<file path="src/rtl/id_ex_stage_pkg.sv">
// Shared ID/EX pipeline constants: default widths, register x0 index, control bundle layout.
// Latency: n/a (constants only).
// Backpressure: n/a.
//
// The control bundle is opaque to the ID/EX register; the field positions here are
// for the EX/MEM/WB consumers that unpack it.
package id_ex_stage_pkg;

    localparam int XLEN_DEF   = 32;
    localparam int CTRL_W_DEF = 8;
    localparam int CNT_W_DEF  = 16;

    localparam logic [4:0] REG_X0 = 5'd0;

    // Control bundle layout: [3:0] ALU op, [4] ALU A from PC, [5] ALU B from imm,
    // [7:6] WB source select.
    localparam int CTRL_ALU_OP_LSB = 0;
    localparam int CTRL_ALU_OP_W   = 4;
    localparam int CTRL_SEL_A_PC   = 4;
    localparam int CTRL_SEL_B_IMM  = 5;
    localparam int CTRL_WB_SEL_LSB = 6;
    localparam int CTRL_WB_SEL_W   = 2;

    // A bubble is all-zero in every ex_* field, valid and write enables included.
    localparam logic BUBBLE_BIT = 1'b0;

endpackage

</file>
<file path="src/rtl/id_ex_stage_if.sv">
// ID/EX stage bus: decoded ID instruction in, registered EX copy, stall and counters out.
// Latency: n/a (wiring only).
// Backpressure: hold_i freezes the stage; stall_o freezes PC and IF/ID.
//
// master: driven by the ID side / environment; slave: the id_ex_stage register.
interface id_ex_stage_if
    import id_ex_stage_pkg::*;
#(
    parameter int XLEN   = XLEN_DEF,
    parameter int CTRL_W = CTRL_W_DEF,
    parameter int CNT_W  = CNT_W_DEF
);
    logic              hold_i;
    logic              flush_i;
    logic              id_valid_i;
    logic [XLEN-1:0]   id_pc_i;
    logic [4:0]        id_rs1_i;
    logic [4:0]        id_rs2_i;
    logic [4:0]        id_rd_i;
    logic              id_use_rs1_i;
    logic              id_use_rs2_i;
    logic [XLEN-1:0]   id_rdata1_i;
    logic [XLEN-1:0]   id_rdata2_i;
    logic [XLEN-1:0]   id_imm_i;
    logic              id_reg_write_i;
    logic              id_mem_read_i;
    logic              id_mem_write_i;
    logic [CTRL_W-1:0] id_ctrl_i;

    logic              ex_valid_o;
    logic [XLEN-1:0]   ex_pc_o;
    logic [4:0]        ex_rs1_o;
    logic [4:0]        ex_rs2_o;
    logic [4:0]        ex_rd_o;
    logic [XLEN-1:0]   ex_rdata1_o;
    logic [XLEN-1:0]   ex_rdata2_o;
    logic [XLEN-1:0]   ex_imm_o;
    logic              ex_reg_write_o;
    logic              ex_mem_read_o;
    logic              ex_mem_write_o;
    logic [CTRL_W-1:0] ex_ctrl_o;

    logic              stall_o;
    logic [CNT_W-1:0]  bubble_cnt_o;
    logic [CNT_W-1:0]  flush_cnt_o;

    modport master (
        output hold_i, flush_i, id_valid_i, id_pc_i, id_rs1_i, id_rs2_i, id_rd_i,
               id_use_rs1_i, id_use_rs2_i, id_rdata1_i, id_rdata2_i, id_imm_i,
               id_reg_write_i, id_mem_read_i, id_mem_write_i, id_ctrl_i,
        input  ex_valid_o, ex_pc_o, ex_rs1_o, ex_rs2_o, ex_rd_o, ex_rdata1_o, ex_rdata2_o,
               ex_imm_o, ex_reg_write_o, ex_mem_read_o, ex_mem_write_o, ex_ctrl_o,
               stall_o, bubble_cnt_o, flush_cnt_o
    );

    modport slave (
        input  hold_i, flush_i, id_valid_i, id_pc_i, id_rs1_i, id_rs2_i, id_rd_i,
               id_use_rs1_i, id_use_rs2_i, id_rdata1_i, id_rdata2_i, id_imm_i,
               id_reg_write_i, id_mem_read_i, id_mem_write_i, id_ctrl_i,
        output ex_valid_o, ex_pc_o, ex_rs1_o, ex_rs2_o, ex_rd_o, ex_rdata1_o, ex_rdata2_o,
               ex_imm_o, ex_reg_write_o, ex_mem_read_o, ex_mem_write_o, ex_ctrl_o,
               stall_o, bubble_cnt_o, flush_cnt_o
    );
endinterface

</file>
<file path="src/rtl/id_ex_stage_hazard_detect.sv">
// Load-use hazard comparator: EX holds a load whose rd is a source of the ID instruction.
// Latency: combinational.
// Backpressure: none; load_use is consumed by the stall/bubble logic.
//
// Ports: ex_valid/ex_mem_read/ex_rd describe the instruction in EX; id_* describe the
// instruction in ID. A load to x0 never hazards since x0 always reads zero.
module hazard_detect
    import id_ex_stage_pkg::*;
(
    input  logic       ex_valid,
    input  logic       ex_mem_read,
    input  logic [4:0] ex_rd,
    input  logic       id_valid,
    input  logic       id_use_rs1,
    input  logic [4:0] id_rs1,
    input  logic       id_use_rs2,
    input  logic [4:0] id_rs2,
    output logic       load_use
);
    always_comb begin
        load_use = ex_valid & ex_mem_read & (ex_rd != REG_X0) & id_valid &
                   ((id_use_rs1 & (id_rs1 == ex_rd)) | (id_use_rs2 & (id_rs2 == ex_rd)));
    end
endmodule

</file>
<file path="src/rtl/id_ex_stage.sv">
// ID->EX pipeline register with load-use bubble insertion and bubble/flush event counters.
// Latency: 1 cycle ID to EX.
// Backpressure: hold_i freezes all state (flush ignored); stall_o = hold_i | (load_use & ~flush_i).
//
// Ports: clk, rst_n (async active-low) plus bus (id_ex_stage_if.slave) carrying the ID
// instruction, hold/flush, the registered ex_* copy, stall_o and the saturating counters.
// No RF bypass: the register file writes on negedge, so WB data is already in id_rdata*.
module id_ex_stage
    import id_ex_stage_pkg::*;
#(
    parameter int XLEN   = XLEN_DEF,
    parameter int CTRL_W = CTRL_W_DEF,
    parameter int CNT_W  = CNT_W_DEF
) (
    input  logic         clk,
    input  logic         rst_n,
    id_ex_stage_if.slave bus
);
    logic              ex_valid;
    logic [XLEN-1:0]   ex_pc;
    logic [4:0]        ex_rs1;
    logic [4:0]        ex_rs2;
    logic [4:0]        ex_rd;
    logic [XLEN-1:0]   ex_rdata1;
    logic [XLEN-1:0]   ex_rdata2;
    logic [XLEN-1:0]   ex_imm;
    logic              ex_reg_write;
    logic              ex_mem_read;
    logic              ex_mem_write;
    logic [CTRL_W-1:0] ex_ctrl;
    logic [CNT_W-1:0]  bubble_cnt;
    logic [CNT_W-1:0]  flush_cnt;
    logic              load_use;

    hazard_detect u_hazard (
        .ex_valid    (ex_valid),
        .ex_mem_read (ex_mem_read),
        .ex_rd       (ex_rd),
        .id_valid    (bus.id_valid_i),
        .id_use_rs1  (bus.id_use_rs1_i),
        .id_rs1      (bus.id_rs1_i),
        .id_use_rs2  (bus.id_use_rs2_i),
        .id_rs2      (bus.id_rs2_i),
        .load_use    (load_use)
    );

    // A flush bubbles the stage anyway, so a coincident load-use must not stall fetch.
    assign bus.stall_o = bus.hold_i | (load_use & ~bus.flush_i);

    always_ff @(posedge clk or negedge rst_n) begin
        if (!rst_n) begin
            ex_valid     <= BUBBLE_BIT;
            ex_pc        <= '0;
            ex_rs1       <= '0;
            ex_rs2       <= '0;
            ex_rd        <= '0;
            ex_rdata1    <= '0;
            ex_rdata2    <= '0;
            ex_imm       <= '0;
            ex_reg_write <= BUBBLE_BIT;
            ex_mem_read  <= BUBBLE_BIT;
            ex_mem_write <= BUBBLE_BIT;
            ex_ctrl      <= '0;
            bubble_cnt   <= '0;
            flush_cnt    <= '0;
        end else if (bus.hold_i) begin
            // Downstream busy: everything, counters included, keeps its value.
        end else if (bus.flush_i || load_use) begin
            ex_valid     <= BUBBLE_BIT;
            ex_pc        <= '0;
            ex_rs1       <= '0;
            ex_rs2       <= '0;
            ex_rd        <= '0;
            ex_rdata1    <= '0;
            ex_rdata2    <= '0;
            ex_imm       <= '0;
            ex_reg_write <= BUBBLE_BIT;
            ex_mem_read  <= BUBBLE_BIT;
            ex_mem_write <= BUBBLE_BIT;
            ex_ctrl      <= '0;
            if (bus.flush_i) begin
                // Only squashing a real instruction counts as a flush event.
                if (bus.id_valid_i && (flush_cnt != '1))
                    flush_cnt <= flush_cnt + 1'b1;
            end else if (bubble_cnt != '1) begin
                bubble_cnt <= bubble_cnt + 1'b1;
            end
        end else begin
            ex_valid     <= bus.id_valid_i;
            ex_pc        <= bus.id_pc_i;
            ex_rs1       <= bus.id_rs1_i;
            ex_rs2       <= bus.id_rs2_i;
            ex_rd        <= bus.id_rd_i;
            ex_rdata1    <= bus.id_rdata1_i;
            ex_rdata2    <= bus.id_rdata2_i;
            ex_imm       <= bus.id_imm_i;
            // Writes to x0 are dropped here so EX/MEM/WB and forwarding never see them.
            ex_reg_write <= bus.id_reg_write_i & bus.id_valid_i & (bus.id_rd_i != REG_X0);
            ex_mem_read  <= bus.id_mem_read_i & bus.id_valid_i;
            ex_mem_write <= bus.id_mem_write_i & bus.id_valid_i;
            ex_ctrl      <= bus.id_ctrl_i;
        end
    end

    assign bus.ex_valid_o     = ex_valid;
    assign bus.ex_pc_o        = ex_pc;
    assign bus.ex_rs1_o       = ex_rs1;
    assign bus.ex_rs2_o       = ex_rs2;
    assign bus.ex_rd_o        = ex_rd;
    assign bus.ex_rdata1_o    = ex_rdata1;
    assign bus.ex_rdata2_o    = ex_rdata2;
    assign bus.ex_imm_o       = ex_imm;
    assign bus.ex_reg_write_o = ex_reg_write;
    assign bus.ex_mem_read_o  = ex_mem_read;
    assign bus.ex_mem_write_o = ex_mem_write;
    assign bus.ex_ctrl_o      = ex_ctrl;
    assign bus.bubble_cnt_o   = bubble_cnt;
    assign bus.flush_cnt_o    = flush_cnt;
endmodule

</file>
<file path="src/flat_wrapper.sv">
// flat-port wrapper written by rule: the top's interface ports become plain ports
module id_ex_stage_flat import id_ex_stage_pkg::*;
#(
    parameter int XLEN   = XLEN_DEF,
    parameter int CTRL_W = CTRL_W_DEF,
    parameter int CNT_W  = CNT_W_DEF
)
  (clk, rst_n, bus_hold_i, bus_flush_i, bus_id_valid_i, bus_id_pc_i, bus_id_rs1_i, bus_id_rs2_i, bus_id_rd_i, bus_id_use_rs1_i, bus_id_use_rs2_i, bus_id_rdata1_i, bus_id_rdata2_i, bus_id_imm_i, bus_id_reg_write_i, bus_id_mem_read_i, bus_id_mem_write_i, bus_id_ctrl_i, bus_ex_valid_o, bus_ex_pc_o, bus_ex_rs1_o, bus_ex_rs2_o, bus_ex_rd_o, bus_ex_rdata1_o, bus_ex_rdata2_o, bus_ex_imm_o, bus_ex_reg_write_o, bus_ex_mem_read_o, bus_ex_mem_write_o, bus_ex_ctrl_o, bus_stall_o, bus_bubble_cnt_o, bus_flush_cnt_o);
  id_ex_stage_if #(.XLEN(XLEN), .CTRL_W(CTRL_W), .CNT_W(CNT_W)) bus_i ();
  input  logic clk;
  input  logic rst_n;
  input wire logic [$bits(bus_i.hold_i)-1:0] bus_hold_i;
  input wire logic [$bits(bus_i.flush_i)-1:0] bus_flush_i;
  input wire logic [$bits(bus_i.id_valid_i)-1:0] bus_id_valid_i;
  input wire logic [$bits(bus_i.id_pc_i)-1:0] bus_id_pc_i;
  input wire logic [$bits(bus_i.id_rs1_i)-1:0] bus_id_rs1_i;
  input wire logic [$bits(bus_i.id_rs2_i)-1:0] bus_id_rs2_i;
  input wire logic [$bits(bus_i.id_rd_i)-1:0] bus_id_rd_i;
  input wire logic [$bits(bus_i.id_use_rs1_i)-1:0] bus_id_use_rs1_i;
  input wire logic [$bits(bus_i.id_use_rs2_i)-1:0] bus_id_use_rs2_i;
  input wire logic [$bits(bus_i.id_rdata1_i)-1:0] bus_id_rdata1_i;
  input wire logic [$bits(bus_i.id_rdata2_i)-1:0] bus_id_rdata2_i;
  input wire logic [$bits(bus_i.id_imm_i)-1:0] bus_id_imm_i;
  input wire logic [$bits(bus_i.id_reg_write_i)-1:0] bus_id_reg_write_i;
  input wire logic [$bits(bus_i.id_mem_read_i)-1:0] bus_id_mem_read_i;
  input wire logic [$bits(bus_i.id_mem_write_i)-1:0] bus_id_mem_write_i;
  input wire logic [$bits(bus_i.id_ctrl_i)-1:0] bus_id_ctrl_i;
  output wire logic [$bits(bus_i.ex_valid_o)-1:0] bus_ex_valid_o;
  output wire logic [$bits(bus_i.ex_pc_o)-1:0] bus_ex_pc_o;
  output wire logic [$bits(bus_i.ex_rs1_o)-1:0] bus_ex_rs1_o;
  output wire logic [$bits(bus_i.ex_rs2_o)-1:0] bus_ex_rs2_o;
  output wire logic [$bits(bus_i.ex_rd_o)-1:0] bus_ex_rd_o;
  output wire logic [$bits(bus_i.ex_rdata1_o)-1:0] bus_ex_rdata1_o;
  output wire logic [$bits(bus_i.ex_rdata2_o)-1:0] bus_ex_rdata2_o;
  output wire logic [$bits(bus_i.ex_imm_o)-1:0] bus_ex_imm_o;
  output wire logic [$bits(bus_i.ex_reg_write_o)-1:0] bus_ex_reg_write_o;
  output wire logic [$bits(bus_i.ex_mem_read_o)-1:0] bus_ex_mem_read_o;
  output wire logic [$bits(bus_i.ex_mem_write_o)-1:0] bus_ex_mem_write_o;
  output wire logic [$bits(bus_i.ex_ctrl_o)-1:0] bus_ex_ctrl_o;
  output wire logic [$bits(bus_i.stall_o)-1:0] bus_stall_o;
  output wire logic [$bits(bus_i.bubble_cnt_o)-1:0] bus_bubble_cnt_o;
  output wire logic [$bits(bus_i.flush_cnt_o)-1:0] bus_flush_cnt_o;
  assign bus_i.hold_i = bus_hold_i;
  assign bus_i.flush_i = bus_flush_i;
  assign bus_i.id_valid_i = bus_id_valid_i;
  assign bus_i.id_pc_i = bus_id_pc_i;
  assign bus_i.id_rs1_i = bus_id_rs1_i;
  assign bus_i.id_rs2_i = bus_id_rs2_i;
  assign bus_i.id_rd_i = bus_id_rd_i;
  assign bus_i.id_use_rs1_i = bus_id_use_rs1_i;
  assign bus_i.id_use_rs2_i = bus_id_use_rs2_i;
  assign bus_i.id_rdata1_i = bus_id_rdata1_i;
  assign bus_i.id_rdata2_i = bus_id_rdata2_i;
  assign bus_i.id_imm_i = bus_id_imm_i;
  assign bus_i.id_reg_write_i = bus_id_reg_write_i;
  assign bus_i.id_mem_read_i = bus_id_mem_read_i;
  assign bus_i.id_mem_write_i = bus_id_mem_write_i;
  assign bus_i.id_ctrl_i = bus_id_ctrl_i;
  assign bus_ex_valid_o = bus_i.ex_valid_o;
  assign bus_ex_pc_o = bus_i.ex_pc_o;
  assign bus_ex_rs1_o = bus_i.ex_rs1_o;
  assign bus_ex_rs2_o = bus_i.ex_rs2_o;
  assign bus_ex_rd_o = bus_i.ex_rd_o;
  assign bus_ex_rdata1_o = bus_i.ex_rdata1_o;
  assign bus_ex_rdata2_o = bus_i.ex_rdata2_o;
  assign bus_ex_imm_o = bus_i.ex_imm_o;
  assign bus_ex_reg_write_o = bus_i.ex_reg_write_o;
  assign bus_ex_mem_read_o = bus_i.ex_mem_read_o;
  assign bus_ex_mem_write_o = bus_i.ex_mem_write_o;
  assign bus_ex_ctrl_o = bus_i.ex_ctrl_o;
  assign bus_stall_o = bus_i.stall_o;
  assign bus_bubble_cnt_o = bus_i.bubble_cnt_o;
  assign bus_flush_cnt_o = bus_i.flush_cnt_o;
  id_ex_stage #(.XLEN(XLEN), .CTRL_W(CTRL_W), .CNT_W(CNT_W)) u_core (.clk(clk), .rst_n(rst_n), .bus(bus_i));
endmodule
</file>
<file path="config.mk">
export PLATFORM = sky130hd
export DESIGN_NAME = id_ex_stage_flat
export DESIGN_NICKNAME = d
export VERILOG_FILES = /design/src/rtl/id_ex_stage_pkg.sv /design/src/rtl/id_ex_stage_if.sv /design/src/rtl/id_ex_stage_hazard_detect.sv /design/src/rtl/id_ex_stage.sv /design/src/flat_wrapper.sv
export SDC_FILE = /design/constraint.sdc
export NUM_CORES = 1
export LEC_CHECK = 0
export ABC_AREA = 1
export ABC_CLOCK_PERIOD_IN_PS = 2800
export BUFFER_PORTS_ARGS = -buffer_cell sky130_fd_sc_hd__clkbuf_2
export CAP_MARGIN = 20
export CORE_ASPECT_RATIO = 1.25
export CORE_UTILIZATION = 38
export CTS_CLUSTER_DIAMETER = 30
export CTS_CLUSTER_SIZE = 16
export DETAILED_ROUTE_END_ITERATION = 12
export GPL_ROUTABILITY_DRIVEN = 0
export PLACE_DENSITY_LB_ADDON = 0.15
export SETUP_SLACK_MARGIN = 0.4
export SLEW_MARGIN = 30
export SYNTH_ARGS = -nofsm -noshare
export SYNTH_HDL_FRONTEND = slang
export SYNTH_SLANG_ARGS = --single-unit
</file>
<file path="constraint.sdc">
create_clock -name clk -period 2.8 [get_ports clk]
set_input_delay 0 -clock clk [delete_from_list [all_inputs] [get_ports clk]]
set_output_delay 0 -clock clk [all_outputs]
set_load 0.01 [all_outputs]
</file>
# Yosys cells after proc, flatten, opt, wreduce, memory -nomap -nowiden
# Cells that the tools add are included.
[word_totals]
regBits = 187
in_bits = 161
output_inout_bits = 188
wordCells = 53
[classes]
addsub = 2
eq_ne = 4
n_mux = 12
bitwise = 15
n_reduce_logical = 6
[op_table]
columns = ["operator", "count"]
rows = [
  ["32-bit two-way mux", 4],
  ["16-bit by 1-bit adder with 16-bit output, second input constant", 2],
  ["16-bit inequality test, second input constant", 2],
  ["5-bit two-way mux", 3],
  ["1-bit AND", 11],
  ["5-bit equality test", 2],
  ["5-bit nonzero test", 2],
  ["8-bit two-way mux", 1],
  ["4-bit AND reduction", 2],
  ["1-bit two-way mux", 4],
  ["1-bit inverter", 2],
  ["1-bit bitwise OR", 2],
  ["1-bit logical AND", 1],
  ["1-bit logical OR", 1],
]

# Longest topological paths before layout
# Gate-level depths: netlist of the first run.
[depth]
word_depth = 6
depth_mapped = 12
mapped_depth_nobuf = 11

# Hierarchy
# From an unflattened synthesis of the first run, not the netlist that was laid out.
[hier_totals]
hier_cells = 1017
hier_area_um2 = 8294.2
[by_module_without_submodules]
columns = ["mod", "n_inst", "cells_each", "area_each_um2", "seq_area_each_um2"]
rows = [
  ["id_ex_stage", 1, 965, 8081.5, 4679.5],
  ["hazard_detect", 1, 52, 212.7, 0.0],
]

# Worst setup path before layout of the first run
# Ideal clock, no wire load.
[synth_timing]
path_type = "register to register"
from = "reg u_core.bubble_cnt[0], in the netlist u_core.bus.bubble_cnt_o[0]"
to = "reg u_core.bubble_cnt[10], in the netlist u_core.bus.bubble_cnt_o[10]"
setup_ns = 0.117
arrival_time_ns = 1.437
required_time_ns = 2.683
slack_ns = 1.246
stages_incl_launch_ff = 9
path_buffers = 1
synth_period_minus_slack_ns = 1.554
cell_sequence = "dfrtp_1 > ha_1 > nand3_1 > inv_1 > nand4_2 > nand3_2 > buf_6 > nand2_1 > nand2_1"
[synth_via]
elab_chain_len = 2
word_cells_on_any_way = 3
classes_between = "add/sub: 1; eq/ne: 1; reduce/logical: 1"
[synth_rtl]
columns = ["element", "line_no", "rtl"]
rows = [
  ["start, declared", "id_ex_stage.sv:31", "logic [CNT_W-1:0] bubble_cnt;"],
  ["start signal, assigned", "id_ex_stage.sv:86", "bubble_cnt <= bubble_cnt + 1'b1;"],
  ["branches (longest 2 deep; another with 16-bit by 1-bit adder with 16-bit output)", "--", ""],
]
# Parallel ways; which one is timed is not known.
# A chain may end at the register's enable or synchronous reset.

# Worst setup path after layout of the first run
[layout_timing]
from = "reg u_core.ex_rd[1], in the netlist u_core.bus.ex_rd_o[1]"
to = "reg u_core.bubble_cnt[6], in the netlist u_core.bus.bubble_cnt_o[6]"
[layout_via]
elab_chain_len = 6
word_cells_on_any_way = 11
classes_between = "eq/ne: 2; bitwise: 6; reduce/logical: 3"
[layout_rtl]
columns = ["element", "line_no", "rtl"]
rows = [
  ["start, declared", "id_ex_stage.sv:23", "logic [4:0] ex_rd;"],
  ["start signal, assigned", "id_ex_stage.sv:93", "ex_rd <= bus.id_rd_i;"],
  ["5-bit equality test or 5-bit nonzero test (tied branches)", "id_ex_stage_hazard_detect.sv:22, id_ex_stage_hazard_detect.sv:21", ""],
  ["1-bit AND, on equally long branches", "id_ex_stage_hazard_detect.sv:22, id_ex_stage_hazard_detect.sv:21", ""],
  ["1-bit bitwise OR or 1-bit AND (tied branches)", "id_ex_stage_hazard_detect.sv:22, id_ex_stage_hazard_detect.sv:21", ""],
  ["1-bit AND (*)", "id_ex_stage_hazard_detect.sv:21", "load_use = ex_valid & ex_mem_read & (ex_rd != REG_X0) & id_valid &"],
  ["1-bit logical OR (*)", "id_ex_stage.sv:68", "end else if (bus.flush_i || load_use) begin"],
  ["4-bit AND reduction (no line) (*)", "--", ""],
]
# Every way passes the cells marked *; elsewhere a longest branch is shown, timed or not.

==> out/summary.md, run 1 <==
The run finished with clean final reports. The first global-routing pass estimated 42,400 um of wire. By count the netlist is led by sky130_fd_sc_hd__nand2_1, sky130_fd_sc_hd__dfrtp_1, sky130_fd_sc_hd__o21ai_0.

The synthesized design contains 0 enable-type register cells. Summed over all cells, the static leakage comes to 0.00643 uW. The routed design has 26,400 um of wire. The DRC violations left is 0. The tools report the top-level I/O count as 349. The worst register-to-register path begins at u_core.bus.ex_rd_o[1]$_DFFE_PN0N_.

IR analysis of the VDD net gives a maximum drop of 0.413 mV. The later pin in the worst-skew pair is clocked with a latency of 0.43 ns. Sorting the synthesized cells by area gives the leading types as sky130_fd_sc_hd__dfrtp_1, sky130_fd_sc_hd__nand2_1, sky130_fd_sc_hd__o21ai_0, sky130_fd_sc_hd__xor2_1, sky130_fd_sc_hd__nand4_1.

At the worst endpoint, the required time is 3.12 ns. In the synthesized netlist the dominant register cell turns out to be sky130_fd_sc_hd__dfrtp_1. In this run the vertical extent of the chip is 167 um. The tools report the hold path startpoint as bus_hold_i. In this run the biggest area consumer among cell types represents 56.4% of the synthesized area. For the total number of vias, the log shows 8,298. The worst setup path startpoint was u_core.bus.ex_rd_o[1]$_DFFE_PN0N_. For the share of total power in the clock network, the log shows 36.0%. The synthesized netlist contains 30 unique library cells. Clock tree synthesis inserted a total of 17 buffers. Global routing consumed, over all layers together, 23.8% of the routing resources.

Of the total power, combinational logic draws 16.8%. The part of the cycle the worst path needs works out to 72.4%. The run gives 0 as the count of antenna diodes in the layout. Setup repair after global routing left no endpoint under its margin. Summed over all instances, the cell type with the most area after synthesis is sky130_fd_sc_hd__dfrtp_1. In this run the standard cell core region covers 21,500 um^2.

Internal power of the cells: 4570 uW. For the number of antenna violations at the first check in global routing, the log shows 0. In this run the cell area of the synthesized design comes to 8300 um^2. The run gives 0 as the final-report hold violation count. The category of the critical setup timing path was reg -> reg.

The final net count was 1,622. The logs give 981 for the synthesized instance count and 0 for the remaining antenna violation count. The proportion of register bits with asynchronous set or reset after synthesis is 100%, and the number of instances on the worst hold path is 3. In this run, the number of DRC markers left after iteration 0 of detailed routing was 350.

Detailed-route vias per instance: 4.74. The switching portion of total power is 29.2%, and the highest fanout seen on the critical path is 78. The pin count of the biggest net entering global routing was 159.

The tools report the final number of max-transition violations as 0. TritonCTS built the clock tree. At the worst endpoint, the arrival time is 2.34 ns. The analysis attributes to net switching a power of 1880 uW.

Static timing analysis puts the maximum clock frequency at 493 MHz. The tools report the synthesized netlist net count as 1,144. The power per unit of standard cell area was 524 nW/um^2; the floorplan die width was 134 um.

The first detailed-routing pass ran for 7 iterations. In this run the worst hold path is classified as in -> reg. Sequential cells were found to cover 56.4% of the synthesized design area.

The tools report the kind of end point of the critical path as a register. The tools report the final-layout setup total negative slack as 0 ns. The post-route netlist has 27.5% of its cells at a drive strength greater than 1. The HPWL after detailed placement was 17,200 um; the average cell area after synthesis was 8.46 um^2. The die outline area was 22,400 um^2; the total of flip-flops plus latches after synthesis was 187. After detailed routing, the average wire length per cell comes to 15.1 um.

STA classifies the critical path startpoint as a register. Once the floorplan was initialized, standard cells occupied 38.7% of the core. The tool flagged a number of max-cap violations equal to 0. The worst-margin pin slew is 0.830 ns.

Relative to the synthesized area, the layout overhead comes to 48.3%. The total setup buffers inserted after CTS came out at 0. Measured in cells, the most critical reg-to-reg path has a length of 11. The worst pin sits at a relative slew slack of 44.7%.

The clock slew at the register clock pins of the worst setup and hold paths came out at 0.07 ns. The initialized floorplan defines 60 standard-cell rows. The power after layout is 6450 uW. The number of setup violations in the final report is 0. The clock skew after layout was 0.00823 ns; the sequential power share was 47.1%. The tree built by TritonCTS fans out to 187 sinks. Global routing finished with a remaining overflow of 0. Utilization after layout: 57.3%.

The clock tree synthesis step divided the H-tree into 4 levels. The number of global-route vias before repair was 8,288; the clock tree buffer depth was 2. During placement, the flow inserted port buffers numbering 348.

Most used standard cell by instance count after synthesis: sky130_fd_sc_hd__nand2_1. The number of synthesis warnings was 0. Root buffer cell: sky130_fd_sc_hd__clkbuf_16.

The clock period minus worst slack was 2.03 ns.
layout by cell type (no fill, tap or decap), types with 2 or more instances in the layout:
| master | instances |
|---|---|
| sky130_fd_sc_hd__inv_1 | 36 |
| sky130_fd_sc_hd__clkbuf_16 | 17 |
| sky130_fd_sc_hd__o21ai_1 | 11 |
| sky130_fd_sc_hd__clkbuf_2 | 346 |
| sky130_fd_sc_hd__inv_2 | 6 |
| sky130_fd_sc_hd__inv_6 | 2 |
| sky130_fd_sc_hd__nand3_1 | 17 |
| sky130_fd_sc_hd__ha_1 | 2 |
| sky130_fd_sc_hd__o21ai_0 | 141 |
| sky130_fd_sc_hd__xor2_1 | 20 |
| sky130_fd_sc_hd__xnor2_1 | 5 |
| sky130_fd_sc_hd__o22ai_1 | 5 |
| sky130_fd_sc_hd__nor2_1 | 39 |
| sky130_fd_sc_hd__clkinv_4 | 5 |
| sky130_fd_sc_hd__dfrtp_1 | 187 |
| sky130_fd_sc_hd__inv_8 | 4 |
| sky130_fd_sc_hd__buf_12 | 3 |
| sky130_fd_sc_hd__dlygate4sd3_1 | 157 |
| sky130_fd_sc_hd__nor3_1 | 7 |
| sky130_fd_sc_hd__buf_4 | 7 |
| sky130_fd_sc_hd__nand3_2 | 2 |
| sky130_fd_sc_hd__nand2_1 | 412 |
| sky130_fd_sc_hd__nand4_1 | 25 |
path summary, 6_finish.rpt:
kind / endpoint / slack, ns
max in group asynchronous: u_core.bus.ex_rd_o[2]$_DFFE_PN0N_ / 1.85
worst max-delay path: u_core.bus.bubble_cnt_o[6]$_DFFE_PN0P_ / 0.77
worst min register to register: u_core.bus.ex_rdata2_o[20]$_DFFE_PN0N_ / 0.49
worst max register to register: u_core.bus.bubble_cnt_o[6]$_DFFE_PN0P_ / 0.77
worst min-delay path: u_core.bus.ex_rdata2_o[3]$_DFFE_PN0N_ / 0.03
min in group asynchronous: u_core.bus.ex_rdata1_o[27]$_DFFE_PN0N_ / 0.15
worst max-delay path, cell delays in order, from the launching register on:
cell	delay [ns]
sky130_fd_sc_hd__dfrtp_1	0.41
sky130_fd_sc_hd__inv_2	0.07
sky130_fd_sc_hd__nand2_1	0.06
sky130_fd_sc_hd__nand2_1	0.05
sky130_fd_sc_hd__nor2_1	0.08
sky130_fd_sc_hd__nand3_1	0.09
sky130_fd_sc_hd__nand2_2	0.11
sky130_fd_sc_hd__nand2_4	0.08
sky130_fd_sc_hd__nand2_8	0.32
sky130_fd_sc_hd__nand3_2	0.39
sky130_fd_sc_hd__nand2_1	0.16
sky130_fd_sc_hd__nand2_1	0.06
cells by family after synthesis:
logic type | synth area share (%)
flops | 56.4
compound gates | 9.65
fa+ha+maj | 0.301
simple gates | 24.9
xor+xnor | 2.64
buf+inv | 6.09
routing by layer:
layer	share of wire, %	GRT usage [%]	wire [um]	vias up
met1	41	28.9	10900	3881
met2	49	41.0	13000	272
li1	-	-	-	4102
met4	2.8	9.97	737	0
met5	0	0	0	-
met3	6.3	4.87	1660	43
area by class of cell:
cell class / instances / area, um^2
tap: 279 / 349
timing repair buffer: 515 / 3440
inverter: 43 / 164
fill: 2026 / 9160
clock inverter: 14 / 135
clock buffer: 17 / 425
multi-input combinational: 695 / 3110
sequential: 187 / 4680
state kept, by name, indices dropped and copies added (netlist names):
name and cells:
u_core.bus.flush_cnt_o 16, u_core.bus.ex_mem_write_o 1, u_core.bus.ex_valid_o 1, u_core.bus.ex_rd_o 5, u_core.bus.ex_imm_o 32, u_core.bus.ex_reg_write_o 1
u_core.bus.bubble_cnt_o 16, u_core.bus.ex_ctrl_o 8, u_core.bus.ex_rdata2_o 32, u_core.bus.ex_rs1_o 5, u_core.bus.ex_mem_read_o 1, u_core.bus.ex_rs2_o 5
u_core.bus.ex_pc_o 32, u_core.bus.ex_rdata1_o 32
what timing repair did:
item,CTS,global route
endpoints found under the setup margin,0,4
endpoints found under the hold margin,238,0
hold buffers,157,0
gates resized for setup,0,1
power by group through the flow:
stage	Sequential, uW	Clock [uW]	Combinational [uW]
floorplan	3170	0	335
global placement	3090	0	905
detailed placement	3090	0	913
CTS	3040	2410	1100
global route	3070	2500	1200
finish	3040	2320	1080
stage by stage:
| step | hold slack (ns) | cells | area, um^2 | setup WS (ns) |
|---|---|---|---|---|
| after detailed placement | 0.115 | 1562 | 10200 | 0.604 |
| after floorplan | -0.296 | 981 | 8300 | 1.25 |
| after global routing | 0.0341 | 1750 | 12300 | 0.538 |
| after global placement | 0.116 | 1562 | 10200 | 0.655 |
| final | 0.0266 | 1750 | 12300 | 0.774 |
| after CTS | 0.00784 | 1750 | 12300 | 0.572 |
(Power assumes the default switching activity.)
==> run 2: changes to the inputs <==
--- a/config.mk
+++ b/config.mk
@@ -5,8 +5,8 @@
 export SDC_FILE = /design/constraint.sdc
 export NUM_CORES = 1
 export LEC_CHECK = 0
-export ABC_AREA = 1
-export ABC_CLOCK_PERIOD_IN_PS = 2800
+export ABC_AREA = 0
+export ABC_CLOCK_PERIOD_IN_PS = 1900
 export BUFFER_PORTS_ARGS = -buffer_cell sky130_fd_sc_hd__clkbuf_2
 export CAP_MARGIN = 20
 export CORE_ASPECT_RATIO = 1.25
==> constraint.sdc (replaced) <==
create_clock -name clk -period 1.9 [get_ports clk]
set_input_delay 0 -clock clk [delete_from_list [all_inputs] [get_ports clk]]
set_output_delay 0 -clock clk [all_outputs]
set_load 0.01 [all_outputs]
==> run 2 against run 1 <==
  * The flow now finishes with violations (negative setup slack)
  * Sequential share of layout area barely moved
  * Wire length fell by 5.4%
  * Clock skew rose by 0.0046 ns
  * Via count fell by 19%
  * Synthesized cell count fell by 49%
  * Synthesized area fell by 15%
  * Worst setup slack got worse by 0.79 ns
  * Clock power rose by 59%
  * Critical path type unchanged
  * Largest power group unchanged
==> out/summary.md, run 2 <==
The type of the tightest min-delay check was in -> async. Data on the critical path is required at its endpoint by 2.20 ns. The flow ran to the end, but the final reports show violations. For this configuration, the core starts out at a cell density of 38.9%. The depth of the worst register-to-register path is 8, and the area growth from synthesis to final layout is 75.7%.

In this run the standard cell core region covers 18,100 um^2. The HPWL after detailed placement is 14,600 um. The number of antenna violations at the first check in global routing was 0. The clock reaches the later pin of the worst-skew pair after 0.42 ns.

For this run, design rule violations remaining after detail routing come to 0. In the synthesized netlist the async set-or-reset flop fraction comes to 100%. The top-level I/O count is 349, and the number of global-route vias before repair is 6,829. By count the netlist is led by sky130_fd_sc_hd__dfrtp_1, sky130_fd_sc_hd__a22o_1, sky130_fd_sc_hd__xnor2_1.

The clock period minus worst slack is 1.91 ns. For the count of antenna diodes in the layout, the log shows 0. Area taken by multi-input logic gates: 2480 um^2. Routed signal wires occupy layers up through met4. At the worst endpoint, the arrival time is 2.21 ns. The detailed-route wire length on metal 1 is 9610 um. TritonCTS created 17 clock buffers. Yosys instantiated no cell more often than sky130_fd_sc_hd__dfrtp_1.

For this run, the register share of the synthesized area comes to 66.5%. At the end of the flow, the number of nets in the layout was 1,222. The final-layout setup total negative slack was -0.0138 ns. The portion of synthesized cell area occupied by the leading cell type came out at 66.5%. The highest fanout seen on the critical path came out at 7.

Global routing consumed, over all layers together, 24.3% of the routing resources. The cell leakage power came out at 0.00639 uW. The tools report the kind of end point of the critical path as a register.

STA classifies the critical path startpoint as a register. The die covers 19,100 um^2. The category of the critical setup timing path was reg -> reg. Wire length of the first global-routing pass: 35,500 um. The die height is 154 um, and the sequential power share is 44.5%. The internal power of the cells was 7470 uW; the synthesized instance count was 497. The final wirelength was 24,900 um; the worst-margin pin slew was 0.741 ns. The clock passes through at most 2 buffers.

Most frequent standard cell in the layout excluding fill and tap cells: sky130_fd_sc_hd__clkbuf_2. Synthesis produced a netlist with a net count of 660. Yosys attributes the largest share of cell area to sky130_fd_sc_hd__dfrtp_1, sky130_fd_sc_hd__a22o_1, sky130_fd_sc_hd__xnor2_1, sky130_fd_sc_hd__nand3_1, sky130_fd_sc_hd__buf_2. The biggest area contributor in the post-synthesis netlist is sky130_fd_sc_hd__dfrtp_1. The run gives 0 as the final-report hold violation count. The sequential cells in the finished layout cover a total of 4700 um^2. The clock tree synthesis step divided the H-tree into 4 levels. The routed design uses 13,000 um of met2 wire. The floorplan step set the die width to 124 um. The completed layout was analyzed and its total power is 10,100 uW. The checks that failed: negative setup slack. The run gives 157 as the pin count of the biggest net entering global routing.

The number of enable flip-flop cells after synthesis was 0; the detailed-route vias per instance was 5.14. Leaving out fill and tap cells, the most frequent cells in the layout are sky130_fd_sc_hd__clkbuf_2, sky130_fd_sc_hd__dfrtp_1, sky130_fd_sc_hd__dlygate4sd3_1. The floorplan row count came out at 55. Buffers placed on the I/O ports in this run total 348. Root buffer cell: sky130_fd_sc_hd__clkbuf_16. For this run, the detailed router's first-pass iteration total came to 5.

Remaining antenna violation count: 0. The number of sinks on the clock net is 187. TritonCTS built the clock tree. After synthesis the netlist holds a flip-flop and latch count of 187. Net switching is 26.3% of the power. The logs give 0 for the number of max-cap violations and -0.0128 ns for the post-layout worst setup margin. The worst hold margin is 0.108 ns. Setup repair after global routing could not meet its margin everywhere. The startpoint identified for the worst register-to-register timing path is u_core.bus.ex_rd_o[1]$_DFFE_PN0N_. The tools report the critical register-to-register path endpoint as u_core.bus.ex_rdata1_o[31]$_DFFE_PN0N_.

The clock skew after layout was 0.0128 ns. The final number of max-transition violations was 0; the average cell area after synthesis was 14.2 um^2. For this design the ratio of total power to cell area is 820 nW/um^2. At the placement stage, the worst setup path has a slack of 0.0366 ns.

The tools report the area of all placed cells without fillers as 12,400 um^2. Combined area of all synthesized cells: 7040 um^2. After filler insertion, the fill cell instance count of the layout stands at 1,291. After layout, the worst path uses 101% of the clock period. The peak supply drop is 0.569 mV. Across all layers, the routed design uses 6,685 vias. The worst-case register-to-register setup slack is -0.01 ns. In this run, the combinational gates consume 19.1% of the power. The clock slew at the register clock pins of the worst setup and hold paths is 0.07 ns, and the share of total power in the clock network is 36.4%. The upper clock frequency limit is 523 MHz. The run gives 32 as the number of distinct library cell variants in the gate-level netlist after synthesis. Of the cells placed in the final design, the portion with a size suffix greater than 1 is 47.8%. In the synthesized netlist the dominant register cell turns out to be sky130_fd_sc_hd__dfrtp_1.

The average wire per cell in the routed design is 19.2 um, and the number of setup violations in the final report is 3. The cell area reported after detailed placement is 9230 um^2, and the aggregate global routing overflow is 0. Worst slew margin relative to its limit: 50.6%.

For this block, the initial DRC count from the detailed router was 372. For this run, the number of Yosys warnings is 0. The routed length on met3 was 1670 um.

The tools report the switching power as 2670 uW.
[run 2: cell count changes after synthesis, moves of 16 or more]
cell / change
sky130_fd_sc_hd__a22o_1: +152
sky130_fd_sc_hd__clkbuf_1: -16
sky130_fd_sc_hd__inv_1: -35
sky130_fd_sc_hd__nand2_1: -400
sky130_fd_sc_hd__nor2_1: -34
sky130_fd_sc_hd__o21ai_0: -141
sky130_fd_sc_hd__xnor2_1: +29
[run 2: what timing repair did]
item / in CTS / in global routing
hold buffers: 156 / 0
pin swaps: 12 / 30
cloned: 3 / 14
endpoints found under the hold margin: 316 / 0
endpoints found under the setup margin: 184 / 186
resized for setup: 21 / 40
buffers inserted: 22 / 21
[run 2: logic make-up (layout without fill, tap and decap cells)]
logic type      Yosys count  count (layout)  share of synthesized area [%]
compound gates          162             162                           20.1
xor+xnor                 40              40                           4.98
fa+ha+maj                 2               2                          0.356
buf+inv                  37             611                           2.38
flops                   187             187                           66.5
mux                       2               2                          0.320
simple gates             67              68                           5.41
[run 2: how the worst max path moves through the flow]
| stage | end | slack, ns | from | cells after the start |
|---|---|---|---|---|
| final | u_core.bus.ex_rdata1_o[31]$_DFFE_PN0N_ | -0.01 | u_core.bus.ex_rd_o[1]$_DFFE_PN0N_ | 8 |
| after global placement | u_core.bus.ex_rdata1_o[10]$_DFFE_PN0N_ | 0.13 | u_core.bus.ex_rd_o[4]$_DFFE_PN0N_ | 7 |
| after global routing | u_core.bus.ex_rdata1_o[31]$_DFFE_PN0N_ | -0.07 | u_core.bus.ex_rd_o[2]$_DFFE_PN0N_ | 8 |
| after floorplan | u_core.bus.bubble_cnt_o[3]$_DFFE_PN0P_ | 0.20 | u_core.bus.bubble_cnt_o[1]$_DFFE_PN0P_ | 6 |
| after detailed placement | u_core.bus.ex_rdata1_o[11]$_DFFE_PN0N_ | 0.04 | u_core.bus.ex_rd_o[3]$_DFFE_PN0N_ | 7 |
| after CTS | bus_stall_o | 0.03 | u_core.bus.ex_rd_o[1]$_DFFE_PN0N_ | 6 |
[run 2: stage by stage]
stage          std cells  util, %
2_1_floorplan        497        -
3_3_place_gp        1052     51.0
3_5_place_dp        1052     51.0
4_1_cts             1265     64.8
5_1_grt             1300     68.3
6_report            1300     68.3
[run 2: per-layer routing]
metal	track usage, %	up-vias
met5	0	-
met4	9.75	0
met3	6.08	50
met2	43.5	283
met1	27.1	3342
li1	-	3010
[run 2: layout make-up]
class / count / share of cell area [%]
Sequential cell: 187 / 38.0
Timing Repair Buffer: 578 / 34.7
Tap cell: 228 / 2.31
Clock buffer: 20 / 3.61
Inverter: 1 / 0.0304
Multi-Input combinational cell: 274 / 20.1
Clock inverter: 12 / 1.29
[run 2: critical path: stages, from the launching register on]
cell and delay (ns):
sky130_fd_sc_hd__dfrtp_2 0.46, sky130_fd_sc_hd__xnor2_2 0.15, sky130_fd_sc_hd__nand4_1 0.17, sky130_fd_sc_hd__o22ai_4 0.27, sky130_fd_sc_hd__a21boi_4 0.09, sky130_fd_sc_hd__buf_12 0.16, sky130_fd_sc_hd__buf_8 0.14, sky130_fd_sc_hd__clkbuf_16 0.15
sky130_fd_sc_hd__a22o_1 0.20
[run 2: power by group through the flow]
stage          Sequential, uW  Clock, uW  Combinational [uW]
6_report                 4510       3690                1940
2_1_floorplan            4700          0                 463
3_3_place_gp             4570          0                1300
4_1_cts                  4490       3760                1720
5_1_grt                  4550       3910                2080
3_5_place_dp             4580          0                1310
